## config.mk

```make
export PLATFORM = sky130hd
export DESIGN_NAME = answer_entry_flat
export DESIGN_NICKNAME = d
export VERILOG_FILES = /design/src/rtl/answer_entry_pkg.sv /design/src/rtl/answer_entry_if.sv /design/src/rtl/answer_entry_btn_conditioner.sv /design/src/rtl/answer_entry.sv /design/src/flat_wrapper.sv
export SDC_FILE = /design/constraint.sdc
export NUM_CORES = 1
export LEC_CHECK = 0
export ABC_AREA = 1
export CORE_MARGIN = 3
export CORE_UTILIZATION = 54
export DETAILED_ROUTE_END_ITERATION = 10
export HOLD_SLACK_MARGIN = 0.02
export PLACE_DENSITY = 0.73
export SLEW_MARGIN = 20
export SYNTH_ARGS = -nofsm -noshare
export SYNTH_HDL_FRONTEND = slang
export SYNTH_SLANG_ARGS = --single-unit
```

## constraint.sdc

```tcl
create_clock -name CLK -period 4.5 [get_ports CLK]
set_input_delay 0.9 -clock CLK [delete_from_list [all_inputs] [get_ports CLK]]
set_output_delay 0.9 -clock CLK [all_outputs]
set_load 0.1 [all_outputs]
```

## src/rtl/answer_entry_pkg.sv

```systemverilog
// Shared types and constants for the player-1 answer entry stage.
// Includes the digit increment helper that wraps at a configurable maximum.
package answer_entry_pkg;

  typedef enum logic {
    ST_EDIT = 1'b0,
    ST_HOLD = 1'b1
  } state_t;

  localparam int DIGIT_W    = 4;
  localparam int NUM_DIGITS = 3;

  localparam logic [1:0] CUR_LAST = 2'd2;

  // Anything at or above max_d wraps to zero, so a stray out-of-range value self-heals.
  function automatic logic [DIGIT_W-1:0] wrap_inc(input logic [DIGIT_W-1:0] d,
                                                  input logic [DIGIT_W-1:0] max_d);
    return (d >= max_d) ? '0 : d + DIGIT_W'(1);
  endfunction

endpackage

```

## src/rtl/answer_entry_if.sv

```systemverilog
// Button inputs, game-control clear and answer/display outputs of the entry stage.
// master = driver of buttons and consumer of answers, slave = the entry stage itself.
interface answer_entry_if;
  import answer_entry_pkg::*;

  logic                          BTN_UP;
  logic                          BTN_NEXT;
  logic                          BTN_ENTER;
  logic                          CLEAR;
  logic [DIGIT_W-1:0]            ANSWER_1;
  logic [DIGIT_W-1:0]            ANSWER_2;
  logic [DIGIT_W-1:0]            ANSWER_3;
  logic [NUM_DIGITS*DIGIT_W-1:0] EDIT_DIGS;
  logic [1:0]                    CURSOR;
  logic                          BUSY;

  modport master (
    output BTN_UP, BTN_NEXT, BTN_ENTER, CLEAR,
    input  ANSWER_1, ANSWER_2, ANSWER_3, EDIT_DIGS, CURSOR, BUSY
  );

  modport slave (
    input  BTN_UP, BTN_NEXT, BTN_ENTER, CLEAR,
    output ANSWER_1, ANSWER_2, ANSWER_3, EDIT_DIGS, CURSOR, BUSY
  );

endinterface

```

## src/rtl/answer_entry_btn_conditioner.sv

```systemverilog
// Raw push-button conditioning: 2-FF synchronizer, counter debounce and a one-cycle
// registered pulse on each accepted press. Releases produce no pulse.
module btn_conditioner #(
  parameter logic [19:0] DEB_CYCLES = 20'd500000
) (
  input  logic CLK,
  input  logic RST,
  input  logic RAW,
  output logic LEVEL,
  output logic PRESS
);

  logic        r_sync1;
  logic        r_sync2;
  logic        r_level;
  logic        r_press;
  logic [19:0] r_cnt;
  logic        w_settled;

  assign w_settled = (r_cnt == DEB_CYCLES - 20'd1);

  always_ff @(posedge CLK or posedge RST) begin
    if (RST) begin
      r_sync1 <= 1'b0;
      r_sync2 <= 1'b0;
      r_level <= 1'b0;
      r_press <= 1'b0;
      r_cnt   <= '0;
    end else begin
      r_sync1 <= RAW;
      r_sync2 <= r_sync1;
      r_press <= 1'b0;
      // Any cycle agreeing with the current level restarts the stability count.
      if (r_sync2 != r_level) begin
        if (w_settled) begin
          r_level <= r_sync2;
          r_cnt   <= '0;
          r_press <= r_sync2;
        end else begin
          r_cnt <= r_cnt + 20'd1;
        end
      end else begin
        r_cnt <= '0;
      end
    end
  end

  assign LEVEL = r_level;
  assign PRESS = r_press;

endmodule

```

## src/rtl/answer_entry.sv

```systemverilog
// Player-1 answer entry: edits three digits with UP/NEXT, publishes them on a valid
// ENTER for a fixed hold window, and lets game control wipe everything with CLEAR.
module answer_entry
  import answer_entry_pkg::*;
#(
  parameter logic [19:0]        DEB_CYCLES  = 20'd500000,
  parameter logic [23:0]        HOLD_CYCLES = 24'd5000000,
  parameter logic [DIGIT_W-1:0] MAX_DIGIT   = 4'd9
) (
  input logic           CLK,
  input logic           RST,
  answer_entry_if.slave bus
);

  logic                                w_up;
  logic                                w_next;
  logic                                w_enter;
  logic [2:0]                          w_unused_lvl;
  logic                                w_all_nz;

  state_t                              r_state;
  logic [NUM_DIGITS-1:0][DIGIT_W-1:0]  r_dig;
  logic [NUM_DIGITS-1:0][DIGIT_W-1:0]  r_ans;
  logic [1:0]                          r_cursor;
  logic [23:0]                         r_hold;
  logic                                r_busy;

  btn_conditioner #(.DEB_CYCLES(DEB_CYCLES)) u_up (
    .CLK(CLK), .RST(RST), .RAW(bus.BTN_UP),    .LEVEL(w_unused_lvl[0]), .PRESS(w_up)
  );
  btn_conditioner #(.DEB_CYCLES(DEB_CYCLES)) u_next (
    .CLK(CLK), .RST(RST), .RAW(bus.BTN_NEXT),  .LEVEL(w_unused_lvl[1]), .PRESS(w_next)
  );
  btn_conditioner #(.DEB_CYCLES(DEB_CYCLES)) u_enter (
    .CLK(CLK), .RST(RST), .RAW(bus.BTN_ENTER), .LEVEL(w_unused_lvl[2]), .PRESS(w_enter)
  );

  // A zero digit means "no factor", so a submit needs all three filled in.
  assign w_all_nz = (r_dig[0] != '0) && (r_dig[1] != '0) && (r_dig[2] != '0);

  always_ff @(posedge CLK or posedge RST) begin
    if (RST) begin
      r_state  <= ST_EDIT;
      r_dig    <= '0;
      r_ans    <= '0;
      r_cursor <= '0;
      r_hold   <= '0;
      r_busy   <= 1'b0;
    end else if (bus.CLEAR) begin
      r_state  <= ST_EDIT;
      r_dig    <= '0;
      r_ans    <= '0;
      r_cursor <= '0;
      r_hold   <= '0;
      r_busy   <= 1'b0;
    end else begin
      case (r_state)
        ST_EDIT: begin
          // An ENTER pulse consumes the cycle even when rejected.
          if (w_enter) begin
            if (w_all_nz) begin
              r_ans   <= r_dig;
              r_busy  <= 1'b1;
              r_hold  <= HOLD_CYCLES - 24'd1;
              r_state <= ST_HOLD;
            end
          end else if (w_next) begin
            r_cursor <= (r_cursor >= CUR_LAST) ? 2'd0 : r_cursor + 2'd1;
          end else if (w_up) begin
            for (int i = 0; i < NUM_DIGITS; i++) begin
              if (r_cursor == 2'(i)) r_dig[i] <= wrap_inc(r_dig[i], MAX_DIGIT);
            end
          end
        end
        ST_HOLD: begin
          if (r_hold == '0) begin
            r_state  <= ST_EDIT;
            r_dig    <= '0;
            r_ans    <= '0;
            r_cursor <= '0;
            r_busy   <= 1'b0;
          end else begin
            r_hold <= r_hold - 24'd1;
          end
        end
        default: r_state <= ST_EDIT;
      endcase
    end
  end

  assign bus.ANSWER_1  = r_ans[0];
  assign bus.ANSWER_2  = r_ans[1];
  assign bus.ANSWER_3  = r_ans[2];
  assign bus.EDIT_DIGS = r_dig;
  assign bus.CURSOR    = r_cursor;
  assign bus.BUSY      = r_busy;

endmodule

```

## src/flat_wrapper.sv

```systemverilog
// flat-port wrapper written by rule: the top's interface ports become plain ports
module answer_entry_flat import answer_entry_pkg::*;
#(
  parameter logic [19:0]        DEB_CYCLES  = 20'd500000,
  parameter logic [23:0]        HOLD_CYCLES = 24'd5000000,
  parameter logic [DIGIT_W-1:0] MAX_DIGIT   = 4'd9
)
  (CLK, RST, bus_BTN_UP, bus_BTN_NEXT, bus_BTN_ENTER, bus_CLEAR, bus_ANSWER_1, bus_ANSWER_2, bus_ANSWER_3, bus_EDIT_DIGS, bus_CURSOR, bus_BUSY);
  answer_entry_if bus_i ();
  input logic CLK;
  input logic RST;
  input wire logic [$bits(bus_i.BTN_UP)-1:0] bus_BTN_UP;
  input wire logic [$bits(bus_i.BTN_NEXT)-1:0] bus_BTN_NEXT;
  input wire logic [$bits(bus_i.BTN_ENTER)-1:0] bus_BTN_ENTER;
  input wire logic [$bits(bus_i.CLEAR)-1:0] bus_CLEAR;
  output wire logic [$bits(bus_i.ANSWER_1)-1:0] bus_ANSWER_1;
  output wire logic [$bits(bus_i.ANSWER_2)-1:0] bus_ANSWER_2;
  output wire logic [$bits(bus_i.ANSWER_3)-1:0] bus_ANSWER_3;
  output wire logic [$bits(bus_i.EDIT_DIGS)-1:0] bus_EDIT_DIGS;
  output wire logic [$bits(bus_i.CURSOR)-1:0] bus_CURSOR;
  output wire logic [$bits(bus_i.BUSY)-1:0] bus_BUSY;
  assign bus_i.BTN_UP = bus_BTN_UP;
  assign bus_i.BTN_NEXT = bus_BTN_NEXT;
  assign bus_i.BTN_ENTER = bus_BTN_ENTER;
  assign bus_i.CLEAR = bus_CLEAR;
  assign bus_ANSWER_1 = bus_i.ANSWER_1;
  assign bus_ANSWER_2 = bus_i.ANSWER_2;
  assign bus_ANSWER_3 = bus_i.ANSWER_3;
  assign bus_EDIT_DIGS = bus_i.EDIT_DIGS;
  assign bus_CURSOR = bus_i.CURSOR;
  assign bus_BUSY = bus_i.BUSY;
  answer_entry #(.DEB_CYCLES(DEB_CYCLES), .HOLD_CYCLES(HOLD_CYCLES), .MAX_DIGIT(MAX_DIGIT)) u_core (.CLK(CLK), .RST(RST), .bus(bus_i));
endmodule
```

==> results.cfg, run 1 <==
[run_status]
status = finished clean

[synthesis]
yosysTopAreaCellShare_pct = 45.9
synth_area_per_cell_sq_um = 7.71
synth.distinct_cells = 37
synth_top_area_cell = dfrtp_1
synthCells = 878
ys_ff_latch = 124
seq_area_frac_synth_pct = 45.9
ys_warn_count = 0
synth_area_sq_um = 6770
synth_nets = 898
synth_area_leaders = dfrtp_1 (46%), nand2_1 (9.6%), nor2_1 (7.5%), inv_1 (6.3%), nand3_1 (4.1%)

[floorplan]
die_area_sq_um = 13900
dieWidth_microns = 118
start_util_pct = 55.9
coreArea_sq_um = 12100
ios = 33
die_h_microns = 118
rows = 40

[job]
drv_cap = 0

[placed_design]
io_buffers = 32
gp_congestion = 0.872
dp_hpwl_mm = 10.1

[worst_hold_path]
hold_path_startpoint = u_core.u_enter.r_sync1
hold_class = reg2reg

[global_route]
grt-ovfl-total = 0
antenna_found_initial = 0
grt_max_degree = 65
first_global_vias = 5390
grt_usage_pct = 22.0
grt_pass1_wl_mm = 25.0

[cells_and_area]
fin_util_pct = 64.0
nFillCells = 1086
antenna_cells = 0
nets = 939
areaGrowthSynthToFinish_pct = 14.5
layout-drive-gt1-share_pct = 6.02

[power]
p_total_mw = 3.24
leakage_nw = 3.60
powerDensity_nw_per_um2 = 418
ir_worst_vdd_mv = 0.293

[clocking]
cts-htree-levels = 4
cts_tree = built
cts_num_sinks = 124
clock_latency_ns = 0.42
root_buffer = clkbuf_16
ctsResizeCount = 0
post-cts-setup-buffer-count = 0
hold_buffers = 0
cts.clk_slew.worst_paths_ns = 0.05
cts-buffers-inserted = 17
cts_buffer_depth = 2

[routing]
via_per_inst = 5.21
routed_wl_mm = 14.3
vias = 5718
drt_iter0_markers = 367
first_pass_iters = 5
postRouteAntennaNets = 0
wl_per_cell_microns = 13.1
drc_errors = 0

[sta]
rsz0062_at_grt = false
timing.final.crit_share_pct = 66.6
slew_viol_final = 0
slew_headroom_pct = 30.6
max_freq_mhz = 334
worst_slew_pin_slew_ns = 1.03
finalHoldViolCount = 0
finalSetupViolCount = 0
skew_ns = 0.00673
fin_crit_ns = 3.00
finalSetupTns_ns = 0

[setup_path]
start_kind = flip-flop
crit_end = bus_EDIT_DIGS[8]
worstReg2RegEnd = u_core.r_hold[14]
path_class = reg2out
r2r-start = u_core.bus.EDIT_DIGS[8]
cp.required_ns = 3.60
worst-path-buf-inv = 1
r2r_cells = 9
worst-path-stages = 1
path_cells = clkdlybuf4s50_1
arrival_ns = 2.10
startpoint = u_core.bus.EDIT_DIGS[8]
worst-path-max-fanout = 6
cp-end-kind = primary output
r2r_slack_ns = 2.38
crit_slowest_cell = clkdlybuf4s50_1
cp_slowest_stage_delay_ns = 1.22
path_delay_family = buffers and inverters
==> layout by cell type, fill, tap and decap left out, types with 8 or more instances in the layout <==
cell type | synthesis | final
nand4_1 | 36 | 36
nor3_1 | 32 | 32
clkbuf_1 | 6 | 8
clkbuf_16 | 0 | 17
o21ai_0 | 55 | 55
xor2_1 | 29 | 29
nand3_1 | 55 | 55
clkdlybuf4s50_1 | 0 | 32
nand2_1 | 173 | 173
o21ai_1 | 12 | 12
inv_1 | 114 | 113
nor2_1 | 135 | 135
dfrtp_1 | 124 | 124
a21oi_1 | 27 | 27
ha_1 | 14 | 14
==> through the flow <==
| stage | setup slack, ns | cells | cell area, sq um | hold WS (ns) |
|---|---|---|---|---|
| floorplan | 0.301 | 878 | 6770 | 0.331 |
| global placement | 1.81 | 1068 | 7240 | 0.338 |
| detailed placement | 1.76 | 1068 | 7240 | 0.336 |
| CTS | 1.46 | 1098 | 7750 | 0.347 |
| global route | 1.43 | 1098 | 7750 | 0.360 |
| finish | 1.50 | 1098 | 7750 | 0.344 |
==> worst reg2reg max path: cells and delay by family, from the launching register on <==
family                   cells  cell delay [ns]
adder cells (fa/ha/maj)      1             0.22
AO/OA/AOI/OAI                2             0.26
flip-flops                   1             0.46
buffers and inverters        1             0.13
AND/OR/NAND/NOR              5             0.98
==> report_power, final <==
group	total, mW	internal, mW	switching, mW
registers	1.25	1.18	0.0693
clock network	1.17	0.737	0.435
logic	0.821	0.236	0.585
==> how the worst min path moves through the flow <==
stage / cells past startpoint / to / slack, ns
6_report: 0 / u_core.u_enter.r_sync2 / 0.34
5_1_grt: 0 / u_core.u_next.r_sync2 / 0.36
2_1_floorplan: 0 / u_core.u_enter.r_sync2 / 0.33
3_5_place_dp: 0 / u_core.u_enter.r_sync2 / 0.34
3_3_place_gp: 0 / u_core.u_enter.r_sync2 / 0.34
4_1_cts: 0 / u_core.u_enter.r_sync2 / 0.35
==> cell families after synthesis <==
group,synth area share (%)
simple gates,30.8
xor+xnor,4.66
flops,45.9
compound gates,8.08
buf+inv,8.04
fa+ha+maj,2.59
==> Yosys cell counts <==
library cell and count:
or2_2 1, xor2_1 29, o21ai_4 1, nand4_1 36
buf_6 3, o21ai_0 55, o21ai_2 1, o21ai_1 12
buf_2 2, nor2_4 3, nor2_1 135, clkinv_1 1
nand2_4 4, a21oi_1 27, inv_2 7, nand3_2 2
nor2_2 5, nand2_1 173, a21oi_2 1, o31ai_1 1
a31oi_1 2, dfrtp_1 124, clkbuf_2 1, nand3_1 55
nor3_1 32, ha_1 14, xnor2_1 7, inv_1 114
clkbuf_1 6, nor3b_1 7, buf_4 2, o21bai_1 1
nor4_1 2, a211oi_1 1, nand2_2 4, and3_1 6
a22oi_1 1
==> layer usage <==
| metal | part of all wire [%] | vias up | wire length [microns] | track usage (%) |
|---|---|---|---|---|
| met2 | 46 | 127 | 6560 | 34.8 |
| met4 | 1.7 | 0 | 247 | 8.86 |
| met1 | 47 | 2646 | 6780 | 28.9 |
| li1 | - | 2924 | - | - |
| met3 | 5.3 | 21 | 760 | 5.91 |
| met5 | 0 | - | 0 | 0 |
==> sequential cells by signal (all words and copies together), names as in the netlist <==
name and flops:
u_core.bus.ANSWER_1 4, u_core.bus.ANSWER_2 4, u_core.bus.ANSWER_3 4, u_core.bus.BUSY 1, u_core.bus.CURSOR 2, u_core.bus.EDIT_DIGS 12, u_core.r_hold 24, u_core.r_state 1
u_core.u_enter.LEVEL 1, u_core.u_enter.PRESS 1, u_core.u_enter.r_cnt 20, u_core.u_enter.r_sync1 1, u_core.u_enter.r_sync2 1, u_core.u_next.LEVEL 1, u_core.u_next.PRESS 1, u_core.u_next.r_cnt 20
u_core.u_next.r_sync1 1, u_core.u_next.r_sync2 1, u_core.u_up.LEVEL 1, u_core.u_up.PRESS 1, u_core.u_up.r_cnt 20, u_core.u_up.r_sync1 1, u_core.u_up.r_sync2 1
==> layout make-up <==
| class | instances | area, sq um | share of cell area, % |
|---|---|---|---|
| Inverter | 122 | 460 | 5.94 |
| Clock inverter | 2 | 10.0 | 0.129 |
| Multi-Input combinational cell | 618 | 3120 | 40.2 |
| Tap cell | 168 | 210 | 2.71 |
| Timing Repair Buffer | 36 | 350 | 4.52 |
| Sequential cell | 124 | 3100 | 40.0 |
| Clock buffer | 28 | 497 | 6.41 |
(Power assumes the default switching activity.)
==> run 2: changes to the inputs <==
==> constraint.sdc (replaced) <==
create_clock -name CLK -period 2.82 [get_ports CLK]
set_input_delay 0.564 -clock CLK [delete_from_list [all_inputs] [get_ports CLK]]
set_output_delay 0.564 -clock CLK [all_outputs]
set_load 0.1 [all_outputs]
==> results.cfg, run 2 (synthesis results as in run 1) <==
[floorplan]
ios = 33
die_area_sq_um = 13900
start_util_pct = 55.9
coreArea_sq_um = 12100
rows = 40
dieWidth_microns = 118
die_h_microns = 118

[run_status]
status = finished clean

[clocking]
ctsResizeCount = 0
cts_buffer_depth = 2
root_buffer = clkbuf_16
clock_latency_ns = 0.42
cts-htree-levels = 4
post-cts-setup-buffer-count = 0
cts-buffers-inserted = 17
hold_buffers = 0
cts.clk_slew.worst_paths_ns = 0.05
cts_num_sinks = 124
cts_tree = built

[setup_path]
path_class = reg2reg
cp_slowest_stage_delay_ns = 0.46
path_cells = inv_1 -> ha_1 -> nand3_1 -> nand2_1 -> o21ai_4 -> nand2_4 -> nand2_4 -> nand2_1 -> nand2_1 -> inv_1
r2r_cells = 10
worst-path-buf-inv = 2
crit_slowest_cell = dfrtp_1
worst-path-max-fanout = 23
cp.required_ns = 3.13
r2r-start = u_core.bus.EDIT_DIGS[8]
cp-end-kind = flip-flop
start_kind = flip-flop
r2r_slack_ns = 0.79
path_delay_family = simple AND/OR/NAND/NOR gates
arrival_ns = 2.35
worstReg2RegEnd = u_core.r_hold[23]
crit_top_cell = nand2_1

[sta]
worst_slew_pin_slew_ns = 0.437
finalHoldViolCount = 0
finalSetupTns_ns = 0
slew_headroom_pct = 70.7
rsz0062_at_grt = false
skew_ns = 0.00592
slew_viol_final = 0
timing.final.crit_share_pct = 72.1
max_freq_mhz = 492
fin_crit_ns = 2.03
finalSetupViolCount = 0

[global_route]
first_global_vias = 5398
use_met3_pct = 5.43
grt-ovfl-total = 0
grt_max_degree = 69
busiest_layer = met2
grt_use_met2_pct = 34.1
grt_pass1_wl_mm = 24.8
met1_usage_pct = 28.6
antenna_found_initial = 0
grt_usage_pct = 21.7

[cells_and_area]
nFillCells = 1065
final_common_cell = nand2_1
multi_input_area_sq_um = 3120
layout_common_cells = nand2_1 (173), nor2_1 (135), dfrtp_1 (124)
top_register = u_core.r_hold
antenna_cells = 0
area.sequential_sq_um = 3100
final_cells = 1103
largest_register_ffs = 24
areaGrowthSynthToFinish_pct = 15.6
nets = 942
layout-drive-gt1-share_pct = 10.2

[placed_design]
io_buffers = 32
dp_hpwl_mm = 10.2
gp_congestion = 0.907
place_inst = 1071

[worst_hold_path]
hold_path_startpoint = u_core.u_up.r_sync1
hold_class = reg2reg
holdPathStages = 0
hold_end = u_core.u_up.r_sync2

[power]
seqPwrFrac_pct = 36.6
powerDensity_nw_per_um2 = 696
leakage_nw = 3.70
clkPwrFrac_pct = 39.6
p_sw_mw = 1.81
p_int_mw = 3.63
ir_worst_vdd_mv = 0.406
swShare_pct = 33.2
power.share.combinational_pct = 23.8

[routing]
drc_errors = 0
routed_wl_mm = 14.3
via_per_inst = 5.13
postRouteAntennaNets = 0
vias = 5654
wl_per_cell_microns = 13.0
first_pass_iters = 5
drt_iter0_markers = 346

[job]
drv_cap = 0
[run 2: layout make-up]
cell class                      instances  share of cell area (%)
Tap cell                              168                    2.69
Clock inverter                         10                    1.46
Clock buffer                           22                    6.19
Inverter                              122                    5.90
Multi-Input combinational cell        618                    39.9
Sequential cell                       124                    39.7
Timing Repair Buffer                   39                    4.22
[run 2: routing by layer]
layer | wire [microns] | vias to the layer above
met4 | 261 | 0
met5 | 0 | -
met1 | 6840 | 2606
met2 | 6640 | 105
met3 | 603 | 26
li1 | - | 2917
[run 2: worst register-to-register path, stage by stage, from the launching register on]
cell	delay, ns
dfrtp_1	0.46
inv_1	0.12
ha_1	0.22
nand3_1	0.12
nand2_1	0.13
o21ai_4	0.28
nand2_4	0.14
nand2_4	0.26
nand2_1	0.11
nand2_1	0.07
inv_1	0.03
[run 2: power by group through the flow]
stage,logic (mW),clock network [mW],registers (mW)
finish,1.30,2.16,1.99
floorplan,0.840,0,2.20
detailed placement,1.29,0,2.02
CTS,1.30,2.19,1.99
global placement,1.28,0,2.02
global route,1.47,2.28,2.00
[run 2: stage by stage]
| step | total power, mW | utilization (%) | cell area, sq um | hold WS, ns | setup WS (ns) |
|---|---|---|---|---|---|
| finish | 5.44 | 64.6 | 7820 | 0.348 | 0.787 |
| global route | 5.75 | 64.6 | 7820 | 0.352 | 0.590 |
| CTS | 5.48 | 64.6 | 7820 | 0.348 | 0.783 |
| detailed placement | 3.31 | 59.6 | 7220 | 0.336 | 0.485 |
| global placement | 3.30 | 59.6 | 7220 | 0.336 | 0.543 |
| floorplan | 3.04 | - | 6770 | 0.331 | 0.434 |
[run 2: worst max-delay path by stage]
stage	from	end	slack, ns	cells past startpoint
finish	u_core.bus.EDIT_DIGS[8]	u_core.r_hold[23]	0.79	10
global route	u_core.bus.EDIT_DIGS[8]	u_core.r_hold[23]	0.59	11
CTS	u_core.bus.EDIT_DIGS[8]	u_core.r_hold[23]	0.78	10
detailed placement	bus_CLEAR	u_core.r_hold[23]	0.48	10
global placement	bus_CLEAR	u_core.r_hold[21]	0.54	10
floorplan	u_core.bus.EDIT_DIGS[8]	u_core.r_hold[20]	0.43	11
==> run 3: changes to the inputs <==
--- a/config.mk
+++ b/config.mk
@@ -10,7 +10,7 @@
 export CORE_UTILIZATION = 54
 export DETAILED_ROUTE_END_ITERATION = 10
 export HOLD_SLACK_MARGIN = 0.02
-export PLACE_DENSITY = 0.73
+export PLACE_DENSITY = 0.76
 export SLEW_MARGIN = 20
 export SYNTH_ARGS = -nofsm -noshare
 export SYNTH_HDL_FRONTEND = slang
==> constraint.sdc (replaced) <==
create_clock -name CLK -period 1.8 [get_ports CLK]
set_input_delay 0.36 -clock CLK [delete_from_list [all_inputs] [get_ports CLK]]
set_output_delay 0.36 -clock CLK [all_outputs]
set_load 0.1 [all_outputs]
==> results.cfg, run 3 (synthesis results as in run 1) <==
[floorplan]
coreArea_sq_um = 12100
start_util_pct = 55.9
rows = 40
ios = 33
dieWidth_microns = 118
die_area_sq_um = 13900
die_h_microns = 118

[cells_and_area]
nets = 973
layout_common_cells = nand2_1 (171), nor2_1 (128), dfrtp_1 (112)
nFillCells = 972
largest_register_ffs = 24
top_register = u_core.r_hold
areaGrowthSynthToFinish_pct = 25.2
final_common_cell = nand2_1
antenna_cells = 0
layout-drive-gt1-share_pct = 16.5

[sta]
slew_viol_final = 0
max_freq_mhz = 582
skew_ns = 0.00443
finalHoldViolCount = 0
finalSetupTns_ns = 0
worst_slew_pin_slew_ns = 0.525
slew_headroom_pct = 65.0
rsz0062_at_grt = true
holdWs_ns = 0.350
timing.final.crit_share_pct = 95.5
fin_crit_ns = 1.72
finalSetupViolCount = 0

[setup_path]
cp-end-kind = flip-flop
start_kind = flip-flop
arrival_ns = 2.01
cp.required_ns = 2.10
worstReg2RegEnd = u_core.bus.EDIT_DIGS[5]
worst-path-max-fanout = 8
r2r-start = u_core.r_hold[0]
path_class = reg2reg
r2r_slack_ns = 0.08
r2r_cells = 9

[worst_hold_path]
hold_end = u_core.u_next.r_sync2
holdPathStages = 0
hold_class = reg2reg
hold_path_startpoint = u_core.u_next.r_sync1

[routing]
drt_iter0_markers = 448
postRouteAntennaNets = 0
routed_wl_mm = 15.5
via_per_inst = 5.29
drc_errors = 0
vias = 5996
first_pass_iters = 4
wl_per_cell_microns = 13.7

[power]
p_sw_mw = 3.05
leakage_nw = 3.92
ir_worst_vdd_mv = 0.887
swShare_pct = 34.1
seqPwrFrac_pct = 34.8
clkPwrFrac_pct = 36.8
power.share.combinational_pct = 28.4
p_int_mw = 5.88
powerDensity_nw_per_um2 = 1050

[clocking]
clock_latency_ns = 0.42
cts-buffers-inserted = 17
cts_tree = built
cts_buffer_depth = 2
root_buffer = clkbuf_16
hold_buffers = 0
cts-htree-levels = 4
cts.clk_slew.worst_paths_ns = 0.06
cts_num_sinks = 124

[global_route]
grt-ovfl-total = 0
grt_pass1_wl_mm = 27.0
grt_max_degree = 100
antenna_found_initial = 0
grt_usage_pct = 23.7
first_global_vias = 5946

[placed_design]
io_buffers = 32
gp_congestion = 0.874
dp_hpwl_mm = 10.7

[run_status]
status = finished clean

[job]
drv_cap = 0
## run 3: cell count changes in the layout (fill, tap and decap cells not counted), sizes merged
| cell | previous run | this run |
|---|---|---|
| bufinv | 2 | 1 |
| clkinv | 5 | 7 |
| buf | 34 | 65 |
| clkinvlp | 5 | 4 |
## run 3: what timing repair did
| item | CTS | global route |
|---|---|---|
| buffers inserted | 0 | 1 |
| pin swaps | 0 | 3 |
| endpoints found under the setup margin | 2 | 44 |
| resized for setup | 1 | 17 |
## run 3: through the flow
step                util [%]  area [sq um]  power [mW]  cells  setup slack, ns
floorplan                  -          6830        4.81    878           -0.217
global placement        64.7          7840        5.54   1101          -0.0786
detailed placement      64.7          7840        5.59   1101           -0.140
CTS                     69.5          8420        8.91   1133           0.0295
global route            70.0          8470        9.36   1134          -0.0227
finish                  70.0          8470        8.93   1134           0.0804
## run 3: how the worst max path moves through the flow
| stage | from | end | slack, ns | cells past startpoint |
|---|---|---|---|---|
| detailed placement | bus_CLEAR | u_core.r_hold[3] | -0.14 | 9 |
| finish | u_core.r_hold[0] | u_core.bus.EDIT_DIGS[5] | 0.08 | 9 |
| global placement | bus_CLEAR | u_core.r_hold[3] | -0.08 | 9 |
| CTS | u_core.r_hold[0] | u_core.bus.EDIT_DIGS[10] | 0.03 | 10 |
| floorplan | RST | u_core.bus.EDIT_DIGS[0] | -0.22 | 1 |
| global route | u_core.r_hold[0] | u_core.r_hold[3] | -0.02 | 9 |
## run 3: layout make-up
cell class,instances,area [sq um],area share (%)
Multi-Input combinational cell,618,3210,37.8
Sequential cell,124,3120,36.8
Timing Repair Buffer,70,901,10.6
Clock buffer,22,484,5.71
Inverter,122,464,5.48
Tap cell,168,210,2.48
Clock inverter,10,90.1,1.06
## run 3: critical path: stages (launching register included)
cell and delay, ns:
dfrtp_1 0.38, inv_2 0.10, ha_1 0.17, nand3_1 0.09, nor2_1 0.13, nand3_2 0.16
nand2_4 0.19, nand2_1 0.19, nand2_1 0.11, o21ai_0 0.08
## run 3: power by group through the flow
stage / clock network (mW) / registers, mW / logic, mW
detailed placement: 0 / 3.15 / 2.44
global placement: 0 / 3.14 / 2.39
finish: 3.28 / 3.11 / 2.54
global route: 3.46 / 3.12 / 2.77
floorplan: 0 / 3.46 / 1.36
CTS: 3.32 / 3.10 / 2.48
## run 3: per-layer routing
metal / track usage (%) / wire length, microns / up-vias
met2: 39.6 / 7700 / 148
met1: 29.4 / 6770 / 2825
met3: 6.44 / 765 / 28
met4: 8.86 / 272 / 0
met5: 0 / 0 / -
li1: - / - / 2995
==> RTL edit (flow settings as in run 3) <==
Change the package constant `DIGIT_W` from 4 to 6.
--- a/src/rtl/answer_entry_pkg.sv
+++ b/src/rtl/answer_entry_pkg.sv
@@ -7,7 +7,7 @@
     ST_HOLD = 1'b1
   } state_t;
 
-  localparam int DIGIT_W    = 4;
+  localparam int DIGIT_W    = 6;
   localparam int NUM_DIGITS = 3;
 
   localparam logic [1:0] CUR_LAST = 2'd2;
Interface: changed (resized bus_ANSWER_1, bus_ANSWER_2, bus_ANSWER_3 and bus_EDIT_DIGS); port bits go from 33 to 45. The function was not compared with the original's and may differ.
==> RTL edit against run 3 <==
Wire length grew 9.3%; cell area grew 11%; sequential cell count grew 12; worst setup slack gained 0.042 ns; area after synthesis grew 8.1%; critical endpoint is now u_core.bus.EDIT_DIGS[13].
Power is not compared: it rests on default switching activity, and its combinational part moved more than twofold at a synthesized area within 25%.
==> RTL edit: results <==
set metrics [dict create \
    outcome "completed" \
    seq_share_pct 36.5 \
    n_all_buffers 90 \
    r2r_slack_ns 0.12 \
    grt_pass1_vias 6376 \
    track_usage_pct 24.2 \
    cts_resized 0 \
    grt_pass1_wl_um 29100 \
    gp_congestion 0.910 \
    r2r_end "u_core.bus.EDIT_DIGS[13]" \
    drt_iter0_drc 458 \
    fin_worst_skew_ns 0.00866 \
    layout.nets 1072 \
    drive_gt1_share_pct 18.8 \
    port_buffers 44 \
    worst_ep_arrival_time_ns 1.98 \
    instances_no_fill 1234 \
    hold_path_class "in2async" \
    synth_nets 973 \
    hpwlAfterDp_um 12100 \
    clkbuf_count 20 \
    ys_ff_latch 136 \
    postPlaceCellArea_um2 8750 \
    multi_input_area_share_pct 37.0 \
    worst_pin_slew_ns 0.364 \
    wirelength_um 16900 \
    buf_share_pct 13.2 \
]
-- RTL edit: changes by cell type in the layout (fill, tap and decap cells not counted), moves of 7 or more --
cell | run 3 | this run
nor2_1 | 128 | 162
o21ai_1 | 35 | 28
xor2_1 | 29 | 19
nor2_2 | 8 | 15
nand4_1 | 36 | 28
nand2_2 | 4 | 13
nand2_1 | 171 | 218
buf_12 | 29 | 44
-- RTL edit: stage by stage --
step	TNS [ns]	setup slack [ns]
5_1_grt	-0.0168	-0.00908
3_5_place_dp	-0.581	-0.0617
3_3_place_gp	-0.147	-0.0310
4_1_cts	0	0.0636
2_1_floorplan	-38.18	-0.398
6_report	0	0.123
-- RTL edit: kinds of logic (layout without fill, tap and decap cells) --
family	count (synthesis)	after routing	synth area share (%)
XOR/XNOR	31	31	3.71
flip-flops	136	136	46.5
AND/OR/NAND/NOR	553	553	33.4
AO/OA/AOI/OAI	90	90	6.64
buffers and inverters	123	235	6.79
adder cells (fa/ha/maj)	17	17	2.91
-- RTL edit: power groups by stage --
stage	clock, mW	sequential, mW	combinational (mW)
finish	3.58	3.18	0.906
detailed placement	0	3.24	0.900
global route	3.79	3.19	0.991
global placement	0	3.23	0.884
CTS	3.62	3.18	0.914
floorplan	0	3.45	0.343
-- RTL edit: worst register-to-register path, cell delays in order, from the launching register on --
cell     delay, ns
dfrtp_1       0.37
inv_2         0.09
ha_1          0.17
nand3_1       0.13
nor2_4        0.13
nand3_2       0.11
nand2_4       0.14
buf_4         0.13
nand2_2       0.11
nand2_1       0.09
o21ai_0       0.08
-- RTL edit: per-layer routing --
layer  global-route usage, %  routed length, um  share of wire (%)  vias to the layer above
met3                    5.94                922                5.4                       24
li1                        -                  -                  -                     3241
met1                    31.6               7620                 45                     3054
met5                       0                  0                  0                        -
met2                    40.3               8180                 48                      177
met4                    7.28                227                1.3                        0
